$ cat src/rtl/cpu_pkg.sv
// Shared definitions for the instruction fetch/decode/issue front end:
// sequencer states, opcode map, IR field layout and default vectors.
package cpu_pkg;

  typedef enum logic [2:0] {
    ST_IDLE,
    ST_FETCH,
    ST_DECODE,
    ST_ISSUE,
    ST_INTR,
    ST_HALT
  } state_t;

  localparam int OPCODE_W    = 4;
  localparam int OPERAND_W   = 4;
  localparam int OPCODE_MSB  = 7;
  localparam int OPCODE_LSB  = 4;
  localparam int OPERAND_MSB = 3;
  localparam int OPERAND_LSB = 0;

  // ALU opcodes occupy 0-7 so bit 3 of the opcode cleanly separates them
  localparam logic [OPCODE_W-1:0] OP_ADD = 4'h0;
  localparam logic [OPCODE_W-1:0] OP_SUB = 4'h1;
  localparam logic [OPCODE_W-1:0] OP_AND = 4'h2;
  localparam logic [OPCODE_W-1:0] OP_OR  = 4'h3;
  localparam logic [OPCODE_W-1:0] OP_XOR = 4'h4;
  localparam logic [OPCODE_W-1:0] OP_NOT = 4'h5;
  localparam logic [OPCODE_W-1:0] OP_SHL = 4'h6;
  localparam logic [OPCODE_W-1:0] OP_SHR = 4'h7;
  localparam logic [OPCODE_W-1:0] OP_JMP = 4'h8;
  localparam logic [OPCODE_W-1:0] OP_ION = 4'h9;
  localparam logic [OPCODE_W-1:0] OP_IOF = 4'hA;
  localparam logic [OPCODE_W-1:0] OP_RTI = 4'hB;
  localparam logic [OPCODE_W-1:0] OP_HLT = 4'hF;

  localparam logic [3:0] DEF_RESET_VECTOR = 4'h0;
  localparam logic [3:0] DEF_INT_VECTOR   = 4'hF;

endpackage

$ cat src/rtl/instr_decoder.sv
// Combinational instruction decoder: splits IR into fields and flags the
// opcode class. Kept stand-alone so later pipeline stages can reuse it.
module instr_decoder
  import cpu_pkg::*;
(
  input  logic [7:0]           ir,
  output logic [OPCODE_W-1:0]  opcode,
  output logic [OPERAND_W-1:0] operand,
  output logic                 is_alu,
  output logic                 is_jmp,
  output logic                 is_ion,
  output logic                 is_iof,
  output logic                 is_rti,
  output logic                 is_hlt
);

  assign opcode  = ir[OPCODE_MSB:OPCODE_LSB];
  assign operand = ir[OPERAND_MSB:OPERAND_LSB];

  assign is_alu = (opcode[OPCODE_W-1] == 1'b0);
  assign is_jmp = (opcode == OP_JMP);
  assign is_ion = (opcode == OP_ION);
  assign is_iof = (opcode == OP_IOF);
  assign is_rti = (opcode == OP_RTI);
  assign is_hlt = (opcode == OP_HLT);

endmodule

$ cat src/rtl/instr_fetch_sequencer.sv
// Fetch/decode/issue sequencer in front of the ALU datapath: fetches over
// req/ack, runs control-flow opcodes locally, issues ALU ops over valid/ready.
module instr_fetch_sequencer
  import cpu_pkg::*;
#(
  parameter int                 ADDR_W       = 4,
  parameter int                 DATA_W       = 8,
  parameter logic [ADDR_W-1:0]  RESET_VECTOR = ADDR_W'(DEF_RESET_VECTOR),
  parameter logic [ADDR_W-1:0]  INT_VECTOR   = ADDR_W'(DEF_INT_VECTOR)
) (
  input  logic                 CLK,
  input  logic                 RESET,
  output logic                 MEM_REQ,
  output logic [ADDR_W-1:0]    MEM_ADDR,
  input  logic                 MEM_ACK,
  input  logic [DATA_W-1:0]    MEM_RDATA,
  input  logic                 INTR,
  output logic                 OP_VALID,
  input  logic                 OP_READY,
  output logic [OPCODE_W-1:0]  OPCODE,
  output logic [OPERAND_W-1:0] OPERAND,
  output logic [ADDR_W-1:0]    PC,
  output logic [DATA_W-1:0]    IR,
  output logic                 IEN,
  output logic                 HALTED
);

  state_t              state_reg, state_next;
  logic [ADDR_W-1:0]   pc_reg, pc_next;
  logic [ADDR_W-1:0]   saved_pc_reg, saved_pc_next;
  logic [DATA_W-1:0]   ir_reg, ir_next;
  logic                ien_reg, ien_next;

  logic [OPCODE_W-1:0]  dec_opcode;
  logic [OPERAND_W-1:0] dec_operand;
  logic dec_alu, dec_jmp, dec_ion, dec_iof, dec_rti, dec_hlt;
  logic take_intr;

  instr_decoder u_decoder (
    .ir      (ir_reg),
    .opcode  (dec_opcode),
    .operand (dec_operand),
    .is_alu  (dec_alu),
    .is_jmp  (dec_jmp),
    .is_ion  (dec_ion),
    .is_iof  (dec_iof),
    .is_rti  (dec_rti),
    .is_hlt  (dec_hlt)
  );

  // Uses the registered IEN, so ION/IOF/RTI only affect later boundaries
  assign take_intr = INTR && ien_reg;

  always_comb begin
    state_next    = state_reg;
    pc_next       = pc_reg;
    saved_pc_next = saved_pc_reg;
    ir_next       = ir_reg;
    ien_next      = ien_reg;
    case (state_reg)
      ST_IDLE: state_next = ST_FETCH;
      ST_FETCH: begin
        if (MEM_ACK) begin
          ir_next    = MEM_RDATA;
          pc_next    = pc_reg + ADDR_W'(1);
          state_next = ST_DECODE;
        end
      end
      ST_DECODE: begin
        if (dec_alu) begin
          state_next = ST_ISSUE;
        end else if (dec_hlt) begin
          state_next = ST_HALT;
        end else begin
          if (dec_jmp) pc_next = ADDR_W'(dec_operand);
          if (dec_ion) ien_next = 1'b1;
          if (dec_iof) ien_next = 1'b0;
          if (dec_rti) begin
            pc_next  = saved_pc_reg;
            ien_next = 1'b1;
          end
          state_next = take_intr ? ST_INTR : ST_FETCH;
        end
      end
      ST_ISSUE: begin
        if (OP_READY) state_next = take_intr ? ST_INTR : ST_FETCH;
      end
      ST_INTR: begin
        saved_pc_next = pc_reg;
        pc_next       = INT_VECTOR;
        ien_next      = 1'b0;
        state_next    = ST_FETCH;
      end
      ST_HALT: begin
        if (take_intr) state_next = ST_INTR;
      end
      default: state_next = ST_IDLE;
    endcase
  end

  always_ff @(posedge CLK) begin
    if (RESET) begin
      state_reg    <= ST_IDLE;
      pc_reg       <= RESET_VECTOR;
      saved_pc_reg <= '0;
      ir_reg       <= '0;
      ien_reg      <= 1'b0;
    end else begin
      state_reg    <= state_next;
      pc_reg       <= pc_next;
      saved_pc_reg <= saved_pc_next;
      ir_reg       <= ir_next;
      ien_reg      <= ien_next;
    end
  end

  assign MEM_REQ  = (state_reg == ST_FETCH);
  assign OP_VALID = (state_reg == ST_ISSUE);
  assign HALTED   = (state_reg == ST_HALT);
  assign MEM_ADDR = pc_reg;
  assign PC       = pc_reg;
  assign IR       = ir_reg;
  assign IEN      = ien_reg;
  assign OPCODE   = dec_opcode;
  assign OPERAND  = dec_operand;

endmodule
$ cat config.mk
export PLATFORM = sky130hd
export DESIGN_NAME = instr_fetch_sequencer
export DESIGN_NICKNAME = d
export VERILOG_FILES = /design/src/rtl/cpu_pkg.sv /design/src/rtl/instr_decoder.sv /design/src/rtl/instr_fetch_sequencer.sv
export SDC_FILE = /design/constraint.sdc
export NUM_CORES = 1
export LEC_CHECK = 0
export BUFFER_PORTS_ARGS = -buffer_cell sky130_fd_sc_hd__buf_2
export CAP_MARGIN = 20
export CORE_MARGIN = 4
export CORE_UTILIZATION = 40
export CTS_BUF_LIST = sky130_fd_sc_hd__clkbuf_4 sky130_fd_sc_hd__clkbuf_8
export DETAILED_ROUTE_END_ITERATION = 7
export PLACE_DENSITY_LB_ADDON = 0.1
export SLEW_MARGIN = 25
export SYNTH_ARGS = -nofsm -noshare
export SYNTH_HDL_FRONTEND = slang
export SYNTH_SLANG_ARGS = --single-unit
$ cat constraint.sdc
create_clock -name CLK -period 3.7 [get_ports CLK]
set_input_delay 0.74 -clock CLK [delete_from_list [all_inputs] [get_ports CLK]]
set_output_delay 0.74 -clock CLK [all_outputs]
set_load 0.01 [all_outputs]
## Word-level counts from Yosys, hierarchy flattened

Index checks and enable logic that the tools add are counted.

- Reduce and logical (&&, ||, !) cells: 9
- Eq/ne operators: 17
- Add/sub/neg operators: 1
- Muxes and demuxes: 19

Operator list:

| kind | count |
|---|---|
| 4-bit equality test, second input constant | 5 |
| 4-bit two-way mux | 5 |
| 3-bit two-way mux | 6 |
| 3-bit one-hot mux with 5 select lines | 1 |
| 4-bit one-hot mux with 3 select lines | 1 |
| 3-bit by 2-bit equality test with 1-bit output, second input constant | 2 |
| 3-bit equality test, second input constant | 2 |
| 2-bit by 1-bit != test with 1-bit output, second input constant | 3 |
| 1-bit two-way mux | 5 |
| 5-bit AND reduction | 1 |
| 4-bit by 1-bit adder with 4-bit output, second input constant | 1 |
| 2-bit != test, second input constant | 2 |
| 4-bit != test, second input constant | 1 |
| 4-bit AND reduction | 1 |
| 3-bit by 1-bit equality test with 1-bit output, second input constant | 1 |
| 3-bit logical NOT | 1 |
| 3-bit != test, second input constant | 1 |
| 3-bit AND reduction | 1 |
| 3-bit nonzero test | 1 |
| 1-bit one-hot mux with 2 select lines | 1 |
| 2-bit AND reduction | 1 |
| 2-bit nonzero test | 1 |
| 2-bit OR reduction | 1 |
| 1-bit logical AND | 1 |

- Input port bits: 13
- Output and inout port bits: 28
- Logic and storage cells: 51
- Flip-flop bits (word level): 20

## Logic depth before layout (Yosys ltp)

Gate-level depths: netlist of the first run.

- Word-level depth: 7
- Gate-level depth with buffers: 6
- Gate-level depth less buffers: 4

## Modules after synthesis

From an unflattened synthesis of the first run, not the netlist that was laid out.

- Cells, all modules: 150
- Area total of the unflattened synthesis: 1213.7 µm²

By module, submodules not included:

| module | cells each | sequential area each (µm²) | instances | area each (µm²) |
|---|---|---|---|---|
| instr_fetch_sequencer | 136 | 400.4 | 1 | 1091.0 |
| instr_decoder | 14 | 0.0 | 1 | 122.6 |

## Least setup slack after synthesis of the first run

OpenSTA, ideal clock, no wires.

- Path type: in2reg
- Start point: input port MEM_ACK
- End point: register pc_reg[2] (netlist: MEM_ADDR[2])
- Library setup time: 116 ps
- Arrival time: 1558 ps
- Path buffers: 0
- Slack: 2026 ps
- Stages on the path: 4
- Data required time: 3584 ps
- Cell sequence: nor4bb_1 -> a311o_2 -> o21a_1 -> o211a_1

- Cells in the longest elaborated chain, start to end: 2

Ends and longest elaborated chain:

| what | line | source |
|---|---|---|
| from (decl) | instr_fetch_sequencer.sv:15 | `input logic MEM_ACK,` |
| 2-bit by 1-bit != test with 1-bit output (no source line) | n/a |  |
| 5-bit AND reduction (no source line) | n/a |  |
| to (signal assigned) | instr_fetch_sequencer.sv:110 | `pc_reg <= pc_next;` |
| to (decl) | instr_fetch_sequencer.sv:29 | `logic [ADDR_W-1:0] pc_reg, pc_next;` |

Every way passes these cells.
A chain may end at the register's enable or synchronous reset.

## Worst setup path after layout of the first run

- Start point: register state_reg[0]
- End point: output port MEM_REQ

- Cells in the longest elaborated chain, start to end: 1

Ends and longest elaborated chain:

| what | line | source |
|---|---|---|
| from (decl) | instr_fetch_sequencer.sv:28 | `state_t state_reg, state_next;` |
| from (signal assigned) | instr_fetch_sequencer.sv:109 | `state_reg <= state_next;` |
| 3-bit by 1-bit equality test with 1-bit output | instr_fetch_sequencer.sv:117 | `assign MEM_REQ = (state_reg == ST_FETCH);` |
| to (decl) | instr_fetch_sequencer.sv:13 | `output logic MEM_REQ,` |

Every way passes these cells.

==> results.tsv, run 1 <==
stage	metric	value	unit
final_layout	footprint of the multi-input gates	652	µm²
synth	Post-synth EDFFs	0	
clocking	Num CTS Buffers	3	
power	Sw Share	29.7	%
critical_path	CP Launch Type	register	
clocking	clk buf depth	2	
final_layout	Sequential Area	400	µm²
power	Sequential Power Share	46.6	%
sta	Final min period	2.30	ns
global_routing	pin count of the biggest net entering global routing	23	
clocking	Clk Latency, worst-skew pair	0.32	ns
drt	Via density	5.54	
critical_path	CP startpoint	state_reg[0]	
sta	Slew Limit Fails	0	
synth	Synth Area per Inst	7.86	µm²
power	Leak	0.593	nW
outcome	status	finished clean	
critical_path	Crit-path slowest cell	dfxtp_1	
clocking	Clock Tree Root	clkbuf_4	
synth	Synthesized Nets	165	
sta	fin crit share	62.2	%
final_layout	antenna diode count	0	
sta	final hold violation count	0	
final_layout	synth-to-layout area growth	14.6	%
synth	Post-synth top cells	29 x nand2_1, 20 x dfxtp_1, 18 x a21oi_1, 13 x buf_4, 11 x o21ai_0	
final_layout	share of cells above drive strength 1	29.5	%
final_layout	fin nets	191	
sta	Worst slew margin	57.8	%
clocking	H-tree depth	1	
die	die area	3900	µm²
power	clock share of power	33.2	%
drt	via count	1147	
drt	wire length per cell	14.1	µm
clocking	CTS Sinks	20	
drt	drt first-iter violations	51	
synth	synthesis-stage register bit count	20	
critical_path	largest fanout on the critical path	22	
die	core area	2810	µm²
critical_path	crit-path leading delay family	flip-flops	
power	maximum vdd drop	209	µV
clocking	cts repair resizes	0	
clocking	CTS tree	done	
global_routing	number of global-route vias before repair	1030	
synth	top_reg_cell synth	dfxtp_1	
global_routing	Overflow after GRT	0	
die	Die Height	62.5	µm
synth	async set-reset flop share out of synthesis	0	%
clocking	clk slew on worst S/H paths	0.11	ns
global_routing	Tot GR Track Use	15.4	%
synth	top-count cell post-synth	nand2_1	
critical_path	crit path buf inv count	1	
critical_path	kind of critical path	reg -> out	
critical_path	RR Startpoint	state_reg[0]	
clocking	CTS Hold Buffers Added	0	
die	initial core utilization	42.3	%
drt	# DRC	0	
power	Int Pwr	0.000389	W
power	combinational power share	20.2	%
sta	Final setup viols	0	
global_routing	first-pass GRT wire length	4.98	mm
synth	post-synth top area cell	dfxtp_1	
final_layout	filler cell count	292	
critical_path	critical-path cell list	nor3b_1 -> buf_2	
synth	post-synth cell types	43	
die	Die X	62.5	µm
sta	max frequency	435	MHz
synth	Synth top area share	33.8	%
critical_path	Worst EP arrival	1.56	ns
synth	Syn Inst Count	151	
synth	Synth area leaders	dfxtp_1 34%, nand2_1 9.2%, buf_4 8.2%	
power	P_sw	0.000164	W
sta	Worst Tran Pin Value	0.632	ns
critical_path	Crit. End Element	output port	
final_layout	max FFs per register	8	
power	PD cells	407	nW/µm²
critical_path	crit-path max cell delay	0.74	ns
job	Max Cap Violations	0	
final_layout	Final Util	48.4	%
drt	drt pass-1 iters	4	
worst_hold_path	hold_sp	IR[2]	
synth	sequential-to-total area share from yosys stat	33.8	%
drt	final antenna-violating net count	0	
critical_path	Worst Path Required	2.96	ns
global_routing	antenna violations before repair	0	
drt	final WL	2.92	mm
placement	dpl hpwl	2.09	mm
synth	synth warn	0	
synth	Post-Syn Area	1190	µm²
sta	RSZ-0062 raised after global routing	false	
placement	Port Buffers	40	
die	row count	19	
die	Top Ports	41	
placement	Placer Congestion	0.914	
sta	Fin Setup TNS	0	ns
clocking	postcts setup bufs	0	
worst_hold_path	Hold Crit Class	reg -> reg	
sta	Clock Skews	0.0113	ns
## placed cells by master (no fill, tap or decap), types with 3 or more instances in the layout
master / Yosys / routed
dfxtp_1: 20 / 20
mux2_2: 3 / 3
clkbuf_4: 0 / 3
buf_2: 2 / 40
nor2b_1: 4 / 4
o21ai_0: 11 / 11
nand2_1: 29 / 29
nand3_1: 4 / 4
a21oi_1: 18 / 18
## power by group through the flow
stage	clock network [W]	logic (W)	registers, W
2_1_floorplan	0	0.0000940	0.000251
3_3_place_gp	0	0.000111	0.000261
3_5_place_dp	0	0.000113	0.000263
4_1_cts	0.000188	0.000113	0.000258
5_1_grt	0.000193	0.000125	0.000262
6_report	0.000184	0.000112	0.000258
## worst paths after layout
path                       to  slack (ns)  depth (start not counted)
setup / recovery      MEM_REQ        1.40                          2
hold / removal          IR[2]        0.49                          2
setup reg to reg  MEM_ADDR[3]        1.85                          5
hold reg to reg         IR[2]        0.49                          2
## cell families after synthesis
logic type / count (synthesis) / share of synthesized area, %
XOR/XNOR: 1 / 0.739
multiplexers: 3 / 2.85
buffers and inverters: 22 / 11.3
AND/OR/NAND/NOR: 56 / 24.8
flip-flops: 20 / 33.8
AO/OA/AOI/OAI: 48 / 25.5
adder cells (fa/ha/maj): 1 / 1.05
## metal layers
metal	wire length [µm]	GRT usage, %
met5	0	0
met4	45	6.89
met3	132	3.06
met2	1360	24.4
met1	1390	20.1
## stage by stage
stage               total power (W)  instances  cell area [µm²]  worst slack, ns  hold slack [ns]
global route               0.000581        207             1360             1.26            0.521
global placement           0.000372        203             1310             1.68            0.462
floorplan                  0.000345        151             1190             2.03            0.451
CTS                        0.000560        207             1360             1.37            0.495
detailed placement         0.000376        203             1310             1.65            0.477
finish                     0.000554        207             1360             1.40            0.485
## worst register-to-register path, delay by kind of cell (launching register included)
family / cells / cell delay (ns)
flops: 1 / 0.74
compound gates: 3 / 0.50
simple gates: 1 / 0.31
buf+inv: 1 / 0.23
## cell type report
class	instances	share of cell area [%]
Clock buffer	3	1.66
Clock inverter	1	2.21
Inverter	2	0.552
Multi-Input combinational cell	109	48.0
Sequential cell	20	29.5
Tap cell	31	2.85
Timing Repair Buffer	41	15.3
Note: power is estimated with default switching activity, not from simulation.
==> run 2: changes to the inputs <==
--- a/config.mk
+++ b/config.mk
@@ -5,6 +5,7 @@
 export SDC_FILE = /design/constraint.sdc
 export NUM_CORES = 1
 export LEC_CHECK = 0
+export ABC_AREA = 1
 export BUFFER_PORTS_ARGS = -buffer_cell sky130_fd_sc_hd__buf_2
 export CAP_MARGIN = 20
 export CORE_MARGIN = 4
==> constraint.sdc (replaced) <==
create_clock -name CLK -period 2.2 [get_ports CLK]
set_input_delay 0.44 -clock CLK [delete_from_list [all_inputs] [get_ports CLK]]
set_output_delay 0.44 -clock CLK [all_outputs]
set_load 0.01 [all_outputs]
==> run 2 against run 1 <==
  * Design area decreased by 1.9%
  * Clock-buffer cell count up 1
  * Cell count up 13%
  * Hold slack got worse by 0.16 ns
  * Synthesized cell count increased by 15%
  * Wire length fell by 10%
  * Via count fell by 0.26%
  * Critical path type unchanged
  * Non-clock buffer count shrank 1
  * Sequential power is 110% higher
  * Critical path depth is 1 higher
  * Core utilization down 0.53 points
  * Clock skew is 0.010 ns lower
==> results.tsv, run 2 <==
stage	metric	value	unit
job	Max Cap Violations	0	
placement	dpl hpwl	2.05	mm
clocking	cts repair resizes	0	
die	Top Ports	41	
clocking	clk buf depth	2	
sta	Final setup viols	0	
synth	synth warn	0	
sta	Worst Tran Pin Value	0.456	ns
power	Leak	0.702	nW
placement	DP Cell Count	230	
placement	Placer Congestion	0.789	
critical_path	Reg2Reg Depth	7	
sta	final hold violation count	0	
final_layout	filler cell count	323	
global_routing	Overflow after GRT	0	
drt	final WL	2.62	mm
synth	sequential-to-total area share from yosys stat	34.3	%
sta	Worst slew margin	69.6	%
drt	final antenna-violating net count	0	
final_layout	synth-to-layout area growth	14.3	%
synth	Post-synth EDFFs	0	
clocking	postcts setup bufs	0	
global_routing	number of global-route vias before repair	1023	
placement	Port Buffers	40	
die	die area	3840	µm²
critical_path	Worst EP arrival	1.14	ns
clocking	Clock Tree Root	clkbuf_4	
power	maximum vdd drop	605	µV
clocking	clk slew on worst S/H paths	0.11	ns
critical_path	r2r setup slk	0.91	ns
synth	Synthesized Nets	187	
critical_path	largest fanout on the critical path	7	
final_layout	antenna diode count	0	
global_routing	Tot GR Track Use	15.2	%
die	row count	19	
final_layout	max FFs per register	8	
global_routing	antenna violations before repair	0	
sta	PnR worst setup slack	0.625	ns
die	Die Height	62.0	µm
synth	post-synth top area cell	dfxtp_1	
clocking	CTS Sinks	20	
die	core area	2780	µm²
synth	Synth Area per Inst	6.74	µm²
drt	drt pass-1 iters	4	
final_layout	fin nets	218	
clocking	Clk Latency, worst-skew pair	0.30	ns
final_layout	share of cells above drive strength 1	29.6	%
synth	Synth area leaders	dfxtp_1 34%, nand2_1 12%, buf_4 8.4%	
outcome	status	finished clean	
drt	drt first-iter violations	29	
critical_path	Crit. End Element	output port	
synth	Post-Syn Area	1170	µm²
synth	top-count cell post-synth	nand2_1	
final_layout	final cell count without fillers	234	
global_routing	pin count of the biggest net entering global routing	19	
sta	max frequency	635	MHz
final_layout	Final Util	47.9	%
synth	post-synth cell types	22	
critical_path	kind of critical path	reg -> out	
sta	fin crit share	71.6	%
placement	Placed Instance Area	1300	µm²
placement	dpl ws	0.914	ns
clocking	CTS tree	done	
die	initial core utilization	41.9	%
clocking	H-tree depth	1	
sta	Final min period	1.58	ns
final_layout	most common cell after layout, fill and taps aside	buf_2	
synth	Post-synth top cells	36 x nand2_1, 24 x nor2_1, 20 x dfxtp_1, 17 x a21oi_1	
global_routing	first-pass GRT wire length	4.34	mm
sta	Clock Skews	0.00123	ns
synth	top_reg_cell synth	dfxtp_1	
worst_hold_path	Hold Crit Class	in -> reg	
clocking	CTS Hold Buffers Added	0	
drt	# DRC	0	
power	PD cells	1040	nW/µm²
critical_path	CP Launch Type	register	
sta	RSZ-0062 raised after global routing	false	
critical_path	Worst Path Required	1.76	ns
synth	synthesis-stage register bit count	20	
final_layout	most frequent cells in the layout	40 x buf_2, 36 x nand2_1, 24 x nor2_1	
synth	Synth top area share	34.3	%
clocking	Num CTS Buffers	3	
sta	Fin Setup TNS	0	ns
drt	via count	1144	
worst_hold_path	hold path depth	2	
sta	Slew Limit Fails	0	
synth	Syn Inst Count	173	
drt	Via density	4.89	
synth	async set-reset flop share out of synthesis	0	%
die	Die X	62.0	µm
drt	wire length per cell	11.2	µm
final_layout	final instance area	1330	µm²
run 2: changes by cell type in the layout (fill, tap and decap cells not counted), sizes merged, moves of 3 or more:
cell   before  now
o21ai      12   16
nor3b       4    0
mux2        3    0
nor2        2   28
nor2b       4    0
inv         2   20
nand3       4   11
nand2      29   41
run 2: per-stage QoR:
stage / hold slack [ns] / total power, W
3_5_place_dp: 0.458 / 0.00119
5_1_grt: 0.307 / 0.00154
6_report: 0.322 / 0.00139
4_1_cts: 0.310 / 0.00141
3_3_place_gp: 0.451 / 0.00119
2_1_floorplan: 0.430 / 0.00106
run 2: worst paths after layout:
check                  startpoint               to
setup reg to reg            IR[5]      MEM_ADDR[0]
hold reg to reg   saved_pc_reg[2]  saved_pc_reg[2]
hold / removal              RESET     state_reg[0]
setup / recovery     state_reg[0]          MEM_REQ
run 2: power breakdown:
part           leakage, nW  switching [W]  internal, W
clock network       0.0210       0.000115     0.000101
logic                0.518       0.000379     0.000251
registers            0.164       0.000103     0.000440
total                0.702       0.000596     0.000791
run 2: critical path, cell delays in order, from the launching register on:
cell     delay, ns
dfxtp_1       0.46
nand3_2       0.14
inv_2         0.10
buf_2         0.13
run 2: cell type report:
class                   count  area (µm²)  share of cell area [%]
clock buffers               4        36.3                    2.72
well taps                  31        38.8                    2.91
flip-flops and latches     20         400                    30.0
inverters                  20        75.1                    5.63
repair buffers             40         200                    15.0
multi-input cells         119         582                    43.7
run 2: cell families (layout without fill, tap and decap cells):
family | Yosys count | count (layout) | share of synthesized area [%]
XOR/XNOR | 1 | 1 | 0.751
flip-flops | 20 | 20 | 34.3
AO/OA/AOI/OAI | 35 | 35 | 15.5
buffers and inverters | 34 | 64 | 15.8
AND/OR/NAND/NOR | 82 | 82 | 32.6
adder cells (fa/ha/maj) | 1 | 1 | 1.07
run 2: routing by layer:
metal	vias up	GRT usage, %	wire length [µm]
li1	599	-	-
met1	519	18.2	1170
met2	24	25.4	1270
met3	2	3.72	160
met4	0	6.97	20
met5	-	0	0
==> run 3: changes to the inputs <==
==> constraint.sdc (replaced) <==
create_clock -name CLK -period 1.49 [get_ports CLK]
set_input_delay 0.298 -clock CLK [delete_from_list [all_inputs] [get_ports CLK]]
set_output_delay 0.298 -clock CLK [all_outputs]
set_load 0.01 [all_outputs]
==> run 3 against run 2 <==
  * Sequential cell count unchanged
  * Clock power increased by 47%
  * Clock skew increased by 0.00099 ns
  * Sequential power increased by 48%
  * Setup slack got worse by 0.53 ns
  * Non-clock buffer count unchanged
  * Core utilization increased by 0.090 points
  * Design area increased by 0.19%
  * Via count decreased by 1.4%
  * Combinational power increased by 51%
  * Critical path type unchanged
  * Largest power group unchanged
==> results.tsv, run 3 (synthesis results as in run 2) <==
stage	metric	value	unit
critical_path	Worst Path Required	1.19	ns
drt	# DRC	0	
final_layout	share of cells above drive strength 1	30.5	%
sta	max frequency	717	MHz
clocking	H-tree depth	1	
global_routing	number of global-route vias before repair	974	
global_routing	Overflow after GRT	0	
critical_path	kind of critical path	reg -> out	
clocking	Clk Latency, worst-skew pair	0.30	ns
die	Die X	62.0	µm
final_layout	fin nets	218	
drt	via count	1128	
final_layout	antenna diode count	0	
die	Die Height	62.0	µm
sta	Final min period	1.39	ns
power	Leak	0.703	nW
worst_hold_path	Hold Crit Class	in -> reg	
critical_path	Worst EP arrival	1.10	ns
outcome	status	finished clean	
placement	Port Buffers	40	
die	Top Ports	41	
clocking	clk buf depth	2	
critical_path	RR Startpoint	IR[5]	
final_layout	synth-to-layout area growth	14.5	%
job	Max Cap Violations	0	
sta	Worst slew margin	67.6	%
sta	Worst Tran Pin Value	0.486	ns
sta	Clock Skews	0.00222	ns
clocking	CTS Sinks	20	
power	PD cells	1550	nW/µm²
sta	PnR worst setup slack	0.0962	ns
drt	wire length per cell	11.6	µm
drt	drt pass-1 iters	4	
placement	Placer Congestion	0.826	
drt	drt first-iter violations	38	
critical_path	critical-path cell list	inv_2 -> nand2_1 -> nor2_2 -> buf_2	
global_routing	pin count of the biggest net entering global routing	19	
clocking	Clock Tree Root	clkbuf_4	
critical_path	CP Launch Type	register	
final_layout	max FFs per register	8	
critical_path	Crit. End Element	output port	
die	die area	3840	µm²
drt	Via density	4.82	
global_routing	antenna violations before repair	0	
clocking	clk slew on worst S/H paths	0.11	ns
placement	dpl ws	0.210	ns
drt	final antenna-violating net count	0	
clocking	CTS tree	done	
critical_path	crit-path max cell delay	0.36	ns
sta	final hold violation count	0	
sta	Final setup viols	0	
final_layout	most common cell after layout, fill and taps aside	buf_2	
power	maximum vdd drop	810	µV
clocking	Num CTS Buffers	3	
critical_path	Crit-path slowest cell	dfxtp_1	
sta	Slew Limit Fails	0	
die	initial core utilization	41.9	%
worst_hold_path	hold_sp	RESET	
die	row count	19	
placement	dpl hpwl	2.14	mm
sta	fin crit share	93.5	%
clocking	CTS Hold Buffers Added	0	
global_routing	Tot GR Track Use	15.3	%
die	core area	2780	µm²
sta	RSZ-0062 raised after global routing	false	
drt	final WL	2.71	mm
global_routing	first-pass GRT wire length	4.31	mm
critical_path	CP startpoint	state_reg[1]	
sta	Fin Setup TNS	0	ns
critical_path	largest fanout on the critical path	4	
final_layout	most frequent cells in the layout	40 x buf_2, 36 x nand2_1, 24 x nor2_1	
## run 3: metrics by stage
| step | hold slack, ns | utilization (%) | area (µm²) | power [W] | std cells |
|---|---|---|---|---|---|
| CTS | 0.171 | 47.9 | 1330 | 0.00209 | 234 |
| global route | 0.146 | 48.0 | 1340 | 0.00225 | 234 |
| finish | 0.170 | 48.0 | 1340 | 0.00207 | 234 |
| floorplan | 0.367 | - | 1170 | 0.00156 | 173 |
| detailed placement | 0.461 | 46.6 | 1300 | 0.00177 | 230 |
| global placement | 0.450 | 46.6 | 1300 | 0.00176 | 230 |
## run 3: final cells by class
type	count	area, µm²
Timing Repair Buffer	40	200
Tap cell	31	38.8
Sequential cell	20	403
Multi-Input combinational cell	119	582
Inverter	20	75.1
Clock buffer	4	36.3
Fill cell	303	1450
## run 3: worst max-delay path, delay by kind of cell (launching register included)
kind | cells | cell delay [ns]
buf+inv | 2 | 0.26
flops | 1 | 0.36
simple gates | 2 | 0.18
## run 3: timing repair
| item | in CTS | in global routing |
|---|---|---|
| setup buffers | 0 | 0 |
| gates resized for setup | 0 | 2 |
| endpoints found under the setup margin | 0 | 3 |
## run 3: report_power, final
part           internal (W)  switching [W]
combinational      0.000371       0.000578
sequential         0.000652       0.000149
clock              0.000149       0.000167
total               0.00117       0.000895
## run 3: per-layer routing
layer	up-vias	wire length, µm	track usage (%)
li1	599	-	-
met1	500	1240	19.6
met2	25	1270	24.6
met3	4	162	2.69
met4	0	36	7.27
met5	-	0	0
## run 3: worst paths after layout
| check | to | cells past startpoint | slack (ns) |
|---|---|---|---|
| worst max register to register | MEM_ADDR[1] | 8 | 0.17 |
| worst min-delay path | state_reg[0] | 2 | 0.17 |
| worst max-delay path | HALTED | 4 | 0.1 |
| worst min register to register | saved_pc_reg[2] | 2 | 0.47 |
